## config.mk

```make
export PLATFORM = sky130hd
export DESIGN_NAME = board_renderer
export DESIGN_NICKNAME = d
export VERILOG_FILES = /design/src/rtl/sokoban_pkg.sv /design/src/rtl/board_renderer_vga_timing.sv /design/src/rtl/board_renderer.sv
export SDC_FILE = /design/constraint.sdc
export NUM_CORES = 1
export LEC_CHECK = 0
export ABC_AREA = 0
export CAP_MARGIN = 10
export CORE_MARGIN = 2
export CORE_UTILIZATION = 53
export CTS_BUF_LIST = sky130_fd_sc_hd__clkbuf_16
export DETAILED_ROUTE_END_ITERATION = 6
export GPL_ROUTABILITY_DRIVEN = 0
export PLACE_DENSITY = 0.81
export SYNTH_ARGS = -nofsm -noshare
export SYNTH_HDL_FRONTEND = slang
export SYNTH_SLANG_ARGS = --single-unit
```

## constraint.sdc

```tcl
create_clock -name clk -period 3.3 [get_ports clk]
set_clock_uncertainty 0.05 [all_clocks]
set_input_delay 0.66 -clock clk [delete_from_list [all_inputs] [get_ports clk]]
set_output_delay 0.66 -clock clk [all_outputs]
set_load 0.02 [all_outputs]
```

## src/rtl/sokoban_pkg.sv

```systemverilog
// Shared Sokoban display definitions.
// VGA timing, palette and cell index helper.
package sokoban_pkg;

    localparam int H_VISIBLE = 640;
    localparam int H_FRONT   = 16;
    localparam int H_SYNC    = 96;
    localparam int H_BACK    = 48;
    localparam int H_TOTAL   = H_VISIBLE + H_FRONT + H_SYNC + H_BACK;

    localparam int V_VISIBLE = 480;
    localparam int V_FRONT   = 10;
    localparam int V_SYNC    = 2;
    localparam int V_BACK    = 33;
    localparam int V_TOTAL   = V_VISIBLE + V_FRONT + V_SYNC + V_BACK;

    localparam logic [11:0] COL_MAN    = 12'hF80;
    localparam logic [11:0] COL_BOX_ON = 12'h0F0;
    localparam logic [11:0] COL_BOX    = 12'hA50;
    localparam logic [11:0] COL_DEST   = 12'hFF0;
    localparam logic [11:0] COL_WALL   = 12'h666;
    localparam logic [11:0] COL_WAY    = 12'hFFF;
    localparam logic [11:0] COL_BG     = 12'h000;
    localparam logic [11:0] COL_WIN    = 12'h0F0;

    function automatic logic [5:0] cell_idx(
        input logic [2:0] row,
        input logic [2:0] col
    );
        return {row, col};
    endfunction

endpackage

```

## src/rtl/board_renderer_vga_timing.sv

```systemverilog
// VGA raster counters with raw syncs and visible flag.
// Advances one pixel per pix_en strobe.
module vga_timing
    import sokoban_pkg::*;
#(
    parameter int H_VIS = H_VISIBLE,
    parameter int H_FP  = H_FRONT,
    parameter int H_SW  = H_SYNC,
    parameter int H_BP  = H_BACK,
    parameter int V_VIS = V_VISIBLE,
    parameter int V_FP  = V_FRONT,
    parameter int V_SW  = V_SYNC,
    parameter int V_BP  = V_BACK
) (
    input  logic       clk,
    input  logic       rst_n,
    input  logic       pix_en,
    output logic [9:0] h_cnt,
    output logic [9:0] v_cnt,
    output logic       hsync_raw,
    output logic       vsync_raw,
    output logic       visible
);

    localparam logic [9:0] H_LAST = 10'(H_VIS + H_FP + H_SW + H_BP - 1);
    localparam logic [9:0] V_LAST = 10'(V_VIS + V_FP + V_SW + V_BP - 1);
    localparam logic [9:0] H_ON   = 10'(H_VIS + H_FP);
    localparam logic [9:0] H_OFF  = 10'(H_VIS + H_FP + H_SW);
    localparam logic [9:0] V_ON   = 10'(V_VIS + V_FP);
    localparam logic [9:0] V_OFF  = 10'(V_VIS + V_FP + V_SW);
    localparam logic [9:0] H_V    = 10'(H_VIS);
    localparam logic [9:0] V_V    = 10'(V_VIS);

    logic [9:0] h_cnt_q, h_cnt_d;
    logic [9:0] v_cnt_q, v_cnt_d;

    // Next raster position; the line counter steps when the pixel counter wraps
    always_comb begin
        h_cnt_d = h_cnt_q;
        v_cnt_d = v_cnt_q;
        if (pix_en) begin
            if (h_cnt_q == H_LAST) begin
                h_cnt_d = '0;
                v_cnt_d = (v_cnt_q == V_LAST) ? '0 : v_cnt_q + 10'd1;
            end else begin
                h_cnt_d = h_cnt_q + 10'd1;
            end
        end
    end

    // Raster position registers
    always_ff @(posedge clk or negedge rst_n) begin
        if (!rst_n) begin
            h_cnt_q <= '0;
            v_cnt_q <= '0;
        end else begin
            h_cnt_q <= h_cnt_d;
            v_cnt_q <= v_cnt_d;
        end
    end

    assign h_cnt     = h_cnt_q;
    assign v_cnt     = v_cnt_q;
    assign hsync_raw = !((h_cnt_q >= H_ON) && (h_cnt_q < H_OFF));
    assign vsync_raw = !((v_cnt_q >= V_ON) && (v_cnt_q < V_OFF));
    assign visible   = (h_cnt_q < H_V) && (v_cnt_q < V_V);

endmodule

```

## src/rtl/board_renderer.sv

```systemverilog
// Sokoban 8x8 board to VGA pixel stream.
// Per-frame input snapshot, divider-free cell walk, 2-stage colour pipe.
module board_renderer
    import sokoban_pkg::*;
#(
    parameter int CELL_PX  = 48,
    parameter int BOARD_X0 = 128,
    parameter int BOARD_Y0 = 48,
    parameter int H_VIS    = H_VISIBLE,
    parameter int H_FP     = H_FRONT,
    parameter int H_SW     = H_SYNC,
    parameter int H_BP     = H_BACK,
    parameter int V_VIS    = V_VISIBLE,
    parameter int V_FP     = V_FRONT,
    parameter int V_SW     = V_SYNC,
    parameter int V_BP     = V_BACK
) (
    input  logic        clk,
    input  logic        rst_n,
    input  logic        pix_en,
    input  logic [63:0] wall,
    input  logic [63:0] way,
    input  logic [63:0] box,
    input  logic [63:0] destination,
    input  logic [5:0]  man,
    input  logic        win,
    output logic        hsync,
    output logic        vsync,
    output logic [11:0] rgb,
    output logic        frame_start
);

    localparam int BOARD_PX = 8 * CELL_PX;
    localparam int SW       = (CELL_PX > 1) ? $clog2(CELL_PX) : 1;
    localparam int H_TOT    = H_VIS + H_FP + H_SW + H_BP;
    localparam int V_TOT    = V_VIS + V_FP + V_SW + V_BP;
    localparam int HX_PRE   = (BOARD_X0 == 0) ? H_TOT - 1 : BOARD_X0 - 1;
    localparam int VY_PRE   = (BOARD_Y0 == 0) ? V_TOT - 1 : BOARD_Y0 - 1;
    localparam int BX_HI    = BOARD_X0 + BOARD_PX;
    localparam int BY_HI    = BOARD_Y0 + BOARD_PX;
    localparam int H_END    = H_TOT - 1;

    localparam logic [SW-1:0] SUB_MAX = SW'(CELL_PX - 1);
    localparam logic [9:0]    V_SNAP  = 10'(V_VIS);

    logic [9:0] h_cnt, v_cnt;
    logic       hsync_raw, vsync_raw, visible;
    int         hx, vy;
    logic       in_bx, in_by, in_brd, in_bdr, snap;

    vga_timing #(
        .H_VIS(H_VIS), .H_FP(H_FP), .H_SW(H_SW), .H_BP(H_BP),
        .V_VIS(V_VIS), .V_FP(V_FP), .V_SW(V_SW), .V_BP(V_BP)
    ) u_timing (
        .clk       (clk),
        .rst_n     (rst_n),
        .pix_en    (pix_en),
        .h_cnt     (h_cnt),
        .v_cnt     (v_cnt),
        .hsync_raw (hsync_raw),
        .vsync_raw (vsync_raw),
        .visible   (visible)
    );

    assign hx          = 32'(h_cnt);
    assign vy          = 32'(v_cnt);
    assign snap        = pix_en && (h_cnt == 10'd0) && (v_cnt == V_SNAP);
    assign frame_start = snap;

    // Shadow copies of the board, refreshed only at the snapshot point
    logic [63:0] wall_q, wall_d, way_q, way_d;
    logic [63:0] box_q, box_d, dest_q, dest_d;
    logic [5:0]  man_q, man_d;
    logic        win_q, win_d;

    // Cell walk state and pipeline registers
    logic [SW-1:0] sub_x_q, sub_x_d, sub_y_q, sub_y_d;
    logic [2:0]    col_q, col_d, row_q, row_d;
    logic [5:0]    idx_q, idx_d;
    logic          brd_q, brd_d, bdr_q, bdr_d, vis_q, vis_d;
    logic          hs1_q, hs1_d, vs1_q, vs1_d;
    logic [11:0]   rgb_q, rgb_d, colour;
    logic          hs_q, hs_d, vs_q, vs_d;

    // Region flags for the pixel at the current raster position
    always_comb begin
        in_bx  = (hx >= BOARD_X0) && (hx < BX_HI);
        in_by  = (vy >= BOARD_Y0) && (vy < BY_HI);
        in_brd = in_bx && in_by;
        in_bdr = !in_brd
              && (hx >= BOARD_X0 - 4) && (hx < BX_HI + 4)
              && (vy >= BOARD_Y0 - 4) && (vy < BY_HI + 4);
    end

    // Column/row walk: cleared just before the board edge, stepped inside it
    always_comb begin
        sub_x_d = sub_x_q;
        col_d   = col_q;
        sub_y_d = sub_y_q;
        row_d   = row_q;
        if (pix_en) begin
            if (hx == HX_PRE) begin
                sub_x_d = '0;
                col_d   = '0;
            end else if (in_bx) begin
                if (sub_x_q == SUB_MAX) begin
                    sub_x_d = '0;
                    col_d   = col_q + 3'd1;
                end else begin
                    sub_x_d = sub_x_q + SW'(1);
                end
            end
            if (hx == H_END) begin
                if (vy == VY_PRE) begin
                    sub_y_d = '0;
                    row_d   = '0;
                end else if (in_by) begin
                    if (sub_y_q == SUB_MAX) begin
                        sub_y_d = '0;
                        row_d   = row_q + 3'd1;
                    end else begin
                        sub_y_d = sub_y_q + SW'(1);
                    end
                end
            end
        end
    end

    // Snapshot capture of all board inputs
    always_comb begin
        wall_d = snap ? wall        : wall_q;
        way_d  = snap ? way         : way_q;
        box_d  = snap ? box         : box_q;
        dest_d = snap ? destination : dest_q;
        man_d  = snap ? man         : man_q;
        win_d  = snap ? win         : win_q;
    end

    // Colour priority for the pixel held in stage 1
    always_comb begin
        colour = COL_BG;
        if (brd_q) begin
            if (man_q == idx_q)                      colour = COL_MAN;
            else if (box_q[idx_q] && dest_q[idx_q]) colour = COL_BOX_ON;
            else if (box_q[idx_q])                   colour = COL_BOX;
            else if (dest_q[idx_q])                  colour = COL_DEST;
            else if (wall_q[idx_q])                  colour = COL_WALL;
            else if (way_q[idx_q])                   colour = COL_WAY;
        end else if (bdr_q && win_q) begin
            colour = COL_WIN;
        end
    end

    // Two-stage pipeline, frozen while pix_en is low
    always_comb begin
        idx_d = idx_q;
        brd_d = brd_q;
        bdr_d = bdr_q;
        vis_d = vis_q;
        hs1_d = hs1_q;
        vs1_d = vs1_q;
        rgb_d = rgb_q;
        hs_d  = hs_q;
        vs_d  = vs_q;
        if (pix_en) begin
            idx_d = cell_idx(row_q, col_q);
            brd_d = in_brd;
            bdr_d = in_bdr;
            vis_d = visible;
            hs1_d = hsync_raw;
            vs1_d = vsync_raw;
            rgb_d = vis_q ? colour : COL_BG;
            hs_d  = hs1_q;
            vs_d  = vs1_q;
        end
    end

    // State registers
    always_ff @(posedge clk or negedge rst_n) begin
        if (!rst_n) begin
            wall_q  <= '0;
            way_q   <= '0;
            box_q   <= '0;
            dest_q  <= '0;
            man_q   <= '0;
            win_q   <= 1'b0;
            sub_x_q <= '0;
            sub_y_q <= '0;
            col_q   <= '0;
            row_q   <= '0;
            idx_q   <= '0;
            brd_q   <= 1'b0;
            bdr_q   <= 1'b0;
            vis_q   <= 1'b0;
            hs1_q   <= 1'b1;
            vs1_q   <= 1'b1;
            rgb_q   <= '0;
            hs_q    <= 1'b1;
            vs_q    <= 1'b1;
        end else begin
            wall_q  <= wall_d;
            way_q   <= way_d;
            box_q   <= box_d;
            dest_q  <= dest_d;
            man_q   <= man_d;
            win_q   <= win_d;
            sub_x_q <= sub_x_d;
            sub_y_q <= sub_y_d;
            col_q   <= col_d;
            row_q   <= row_d;
            idx_q   <= idx_d;
            brd_q   <= brd_d;
            bdr_q   <= bdr_d;
            vis_q   <= vis_d;
            hs1_q   <= hs1_d;
            vs1_q   <= vs1_d;
            rgb_q   <= rgb_d;
            hs_q    <= hs_d;
            vs_q    <= vs_d;
        end
    end

    assign hsync = hs_q;
    assign vsync = vs_q;
    assign rgb   = rgb_q;

endmodule

```

==> run_results.csv <==
group,metric,value,unit
outcome,status,"finished with violations",
outcome,violations,"design-rule violations",
timing,finalCriticalPeriod,3.13,ns
synth,yosysTopAreaCell,"dfrtp_1",
detailed_routing,via_count,12500,
clocking,cts_max_path_buffers,3,
die,dieArea,29500,um^2
timing,hold_viol_final,0,
critical_path,crit_path_start_kind,"flop",
die,io_pins,281,
synth,synth_top_area_share,53.7,%
die,fp.dieH,172,um
synth,synthesis.nets,1859,
detailed_routing,via_per_inst,5.54,
synth,synth-edff-count,0,
critical_path,cp_max_fo,8,
power_and_ir_drop,powerDensity,420,nW/um^2
timing,worst_hold_slack,0.413,ns
worst_hold_path,hp-class,"reg2reg",
power_and_ir_drop,internal_power,0.00626,W
die,rows,61,
clocking,cts_num_sinks,324,
detailed_routing,drt-initial-drc-count,1259,
timing,grt_setup_unrepaired,"no",
die,core_region_area,27700,um^2
place,hpwlAfterDp,29900,um
layout,utilization,69.3,%
detailed_routing,dr.pass1.iters,7,
layout,drive_gt1_share,9.24,%
power_and_ir_drop,netSwitchingPower,0.00180,W
job,maxCapViolCount,0,
detailed_routing,wirelength,41200,um
global_routing,antenna_found_initial,0,
synth,syn-mean-instance-area,9.40,um^2
critical_path,cp.arrival,2.42,ns
detailed_routing,drcViolationCount,2,
layout,fill_cells,2060,
synth,synthFlopType,"dfrtp_1",
critical_path,crit_type,"reg2out",
clocking,cts-root-buf,"clkbuf_16",
layout,stdcell_area,19200,um^2
synth,synth.cell_area,14900,um^2
layout,area_delta_synth_final,28.8,%
clocking,clk_pin_slew,0.06,ns
die,initial_utilization,53.8,%
layout,nNetsFinal,2123,
synth,synth-seq-cells,324,
power_and_ir_drop,power,0.00806,W
critical_path,worstPathRequired,2.59,ns
clocking,cts_buffers,34,
synth,ys_warn_count,0,
timing,tns,0,ns
global_routing,overflow,0,
die,die_w,172,um
power_and_ir_drop,switching_share,22.3,%
synth,ys_top_cells_by_area,"dfrtp_1 (54%), nand2_1 (21%), mux4_2 (9.7%), clkbuf_1 (1.9%), xor2_1 (0.94%)",
clocking,insertion_delay,0.51,ns
power_and_ir_drop,power_frac_comb,6.6,%
place,place_area,18200,um^2
global_routing,grt_pass1_wl,64600,um
timing,finalSetupViolations,0,
global_routing,grt_usage,28.5,%
synth,yosysSeqAreaShare,54.4,%
synth,synth_cells,1585,
power_and_ir_drop,p_leak,9.58,nW
global_routing,grt_max_degree,99,
detailed_routing,detail-route-antenna-nets,0,
detailed_routing,detail_route.wl_per_cell,18.3,um
timing,slew_violations,0,
layout,final_common_cell,"nand2_1",
power_and_ir_drop,vdd_ir_drop_max,0.316,mV
synth,ys_types,53,
place,port_buffers,280,
power_and_ir_drop,seqPwrFrac,50.6,%
clocking,postCtsSetupRepairBufs,0,
critical_path,end_kind,"output port",
timing,worst_pin_slew,0.761,ns
timing,fmax,319,MHz
global_routing,grt_pass1_vias,12500,
timing,max_slew_margin,48.8,%
clocking,cts-htree-levels,2,
clocking,cts_tree,"yes",
timing,fin_crit_sh,94.9,%
layout,antenna_cells,0,
layout,mostFrequentLayoutCells,"nand2_1 (827), dfrtp_1 (316), clkdlybuf4s50_1 (279)",
synth,synth_async_sr_flop_share,100,%
power_and_ir_drop,power.share.clock,42.8,%
## cell families (layout without fill, tap and decap cells)
| group | Yosys count | in the layout | share of synthesized area [%] |
|---|---|---|---|
| AO/OA/AOI/OAI | 95 | 95 | 4.30 |
| XOR/XNOR | 25 | 25 | 1.47 |
| adder cells (fa/ha/maj) | 8 | 8 | 0.672 |
| buffers and inverters | 107 | 394 | 3.13 |
| flip-flops | 324 | 324 | 54.4 |
| multiplexers | 77 | 77 | 10.6 |
| AND/OR/NAND/NOR | 949 | 949 | 25.4 |
## power by group through the flow
stage | combinational (W) | clock [W] | sequential [W]
final | 0.000534 | 0.00345 | 0.00408
after global routing | 0.000583 | 0.00363 | 0.00408
after CTS | 0.000540 | 0.00347 | 0.00407
after detailed placement | 0.000534 | 0 | 0.00414
after global placement | 0.000525 | 0 | 0.00414
after floorplan | 0.0000987 | 0 | 0.00413
## synth_stat cells (all sizes together) (4+ instances only)
cell type and n:
a211oi 4, o22ai 19, mux2 9, a221o 6, o21ai 18, buf 19
inv 14, a22o 4, ha 8, mux2i 4, nand3b 4, or3 10
xnor2 9, nand2 827, clkbuf 74, a21oi 18, nor4 8, xor2 16
dfrtp 320, a31oi 4, nand2b 5, nor2 33, dfstp 4, nor3 13
nand3 18, nand4 6, mux4 64, a22oi 7, nor2b 6
## per-layer routing
metal	global-route usage, %	wire length, um	vias to the layer above
met5	0	0	-
met1	38.3	16500	6050
li1	-	-	5705
met4	15.5	2360	0
met2	45.1	19500	570
met3	4.00	2750	144
## final timing paths
| check | startpoint | endpoint | slack [ns] | depth (start not counted) |
|---|---|---|---|---|
| min in group asynchronous | rst_n | sub_x_q[2]$_DFFE_PN0P_ | 0.59 | 2 |
| worst max-delay path | u_timing.v_cnt[6]$_DFFE_PN0P_ | frame_start | 0.17 | 4 |
| worst max register to register | idx_q[1]$_DFFE_PN0P_ | rgb[11]$_DFFE_PN0P_ | 0.18 | 8 |
| max in group asynchronous | rst_n | dest_q[4]$_DFFE_PN0P_ | 1.72 | 3 |
| worst min-delay path | box_q[41]$_DFFE_PN0P_ | box_q[41]$_DFFE_PN0P_ | 0.41 | 2 |
| worst min register to register | box_q[41]$_DFFE_PN0P_ | box_q[41]$_DFFE_PN0P_ | 0.41 | 2 |
## per-stage QoR
stage,std cells,worst slack [ns]
after floorplan,1585,0.528
after global placement,2190,0.306
after detailed placement,2190,0.222
after global routing,2250,0.0349
after CTS,2250,0.151
final,2250,0.169
## cell type report
type | count | area, um^2 | share of cell area, %
clock buffers | 35 | 876 | 4.56
clock inverters | 24 | 103 | 0.535
inverters | 14 | 52.6 | 0.274
multi-input cells | 1154 | 6330 | 33.0
flip-flops and latches | 324 | 8120 | 42.3
well taps | 378 | 473 | 2.46
repair buffers | 321 | 3230 | 16.8
## critical path, cell delays in order, from the launching register on
cell	delay, ns
dfrtp_1	0.48
nand4_1	0.21
nand4b_1	0.32
nor3_1	0.26
clkdlybuf4s50_1	0.64
## flip-flops by register name (all words and copies together), names as in the netlist, 3 cells and up
register and flops:
u_timing.h_cnt 10, sub_y_q 6, row_q 3, u_timing.v_cnt 10, rgb 10, man_q 6
way_q 64, wall_q 64, dest_q 64, col_q 3, idx_q 6, sub_x_q 6
box_q 64
## timing repair
action                                 CTS  global route
resized for setup                        0             1
setup endpoints to repair                0             1
hold buffers                             1             0
endpoints found under the hold margin    1             0
Note: power is estimated with default switching activity, not from simulation.
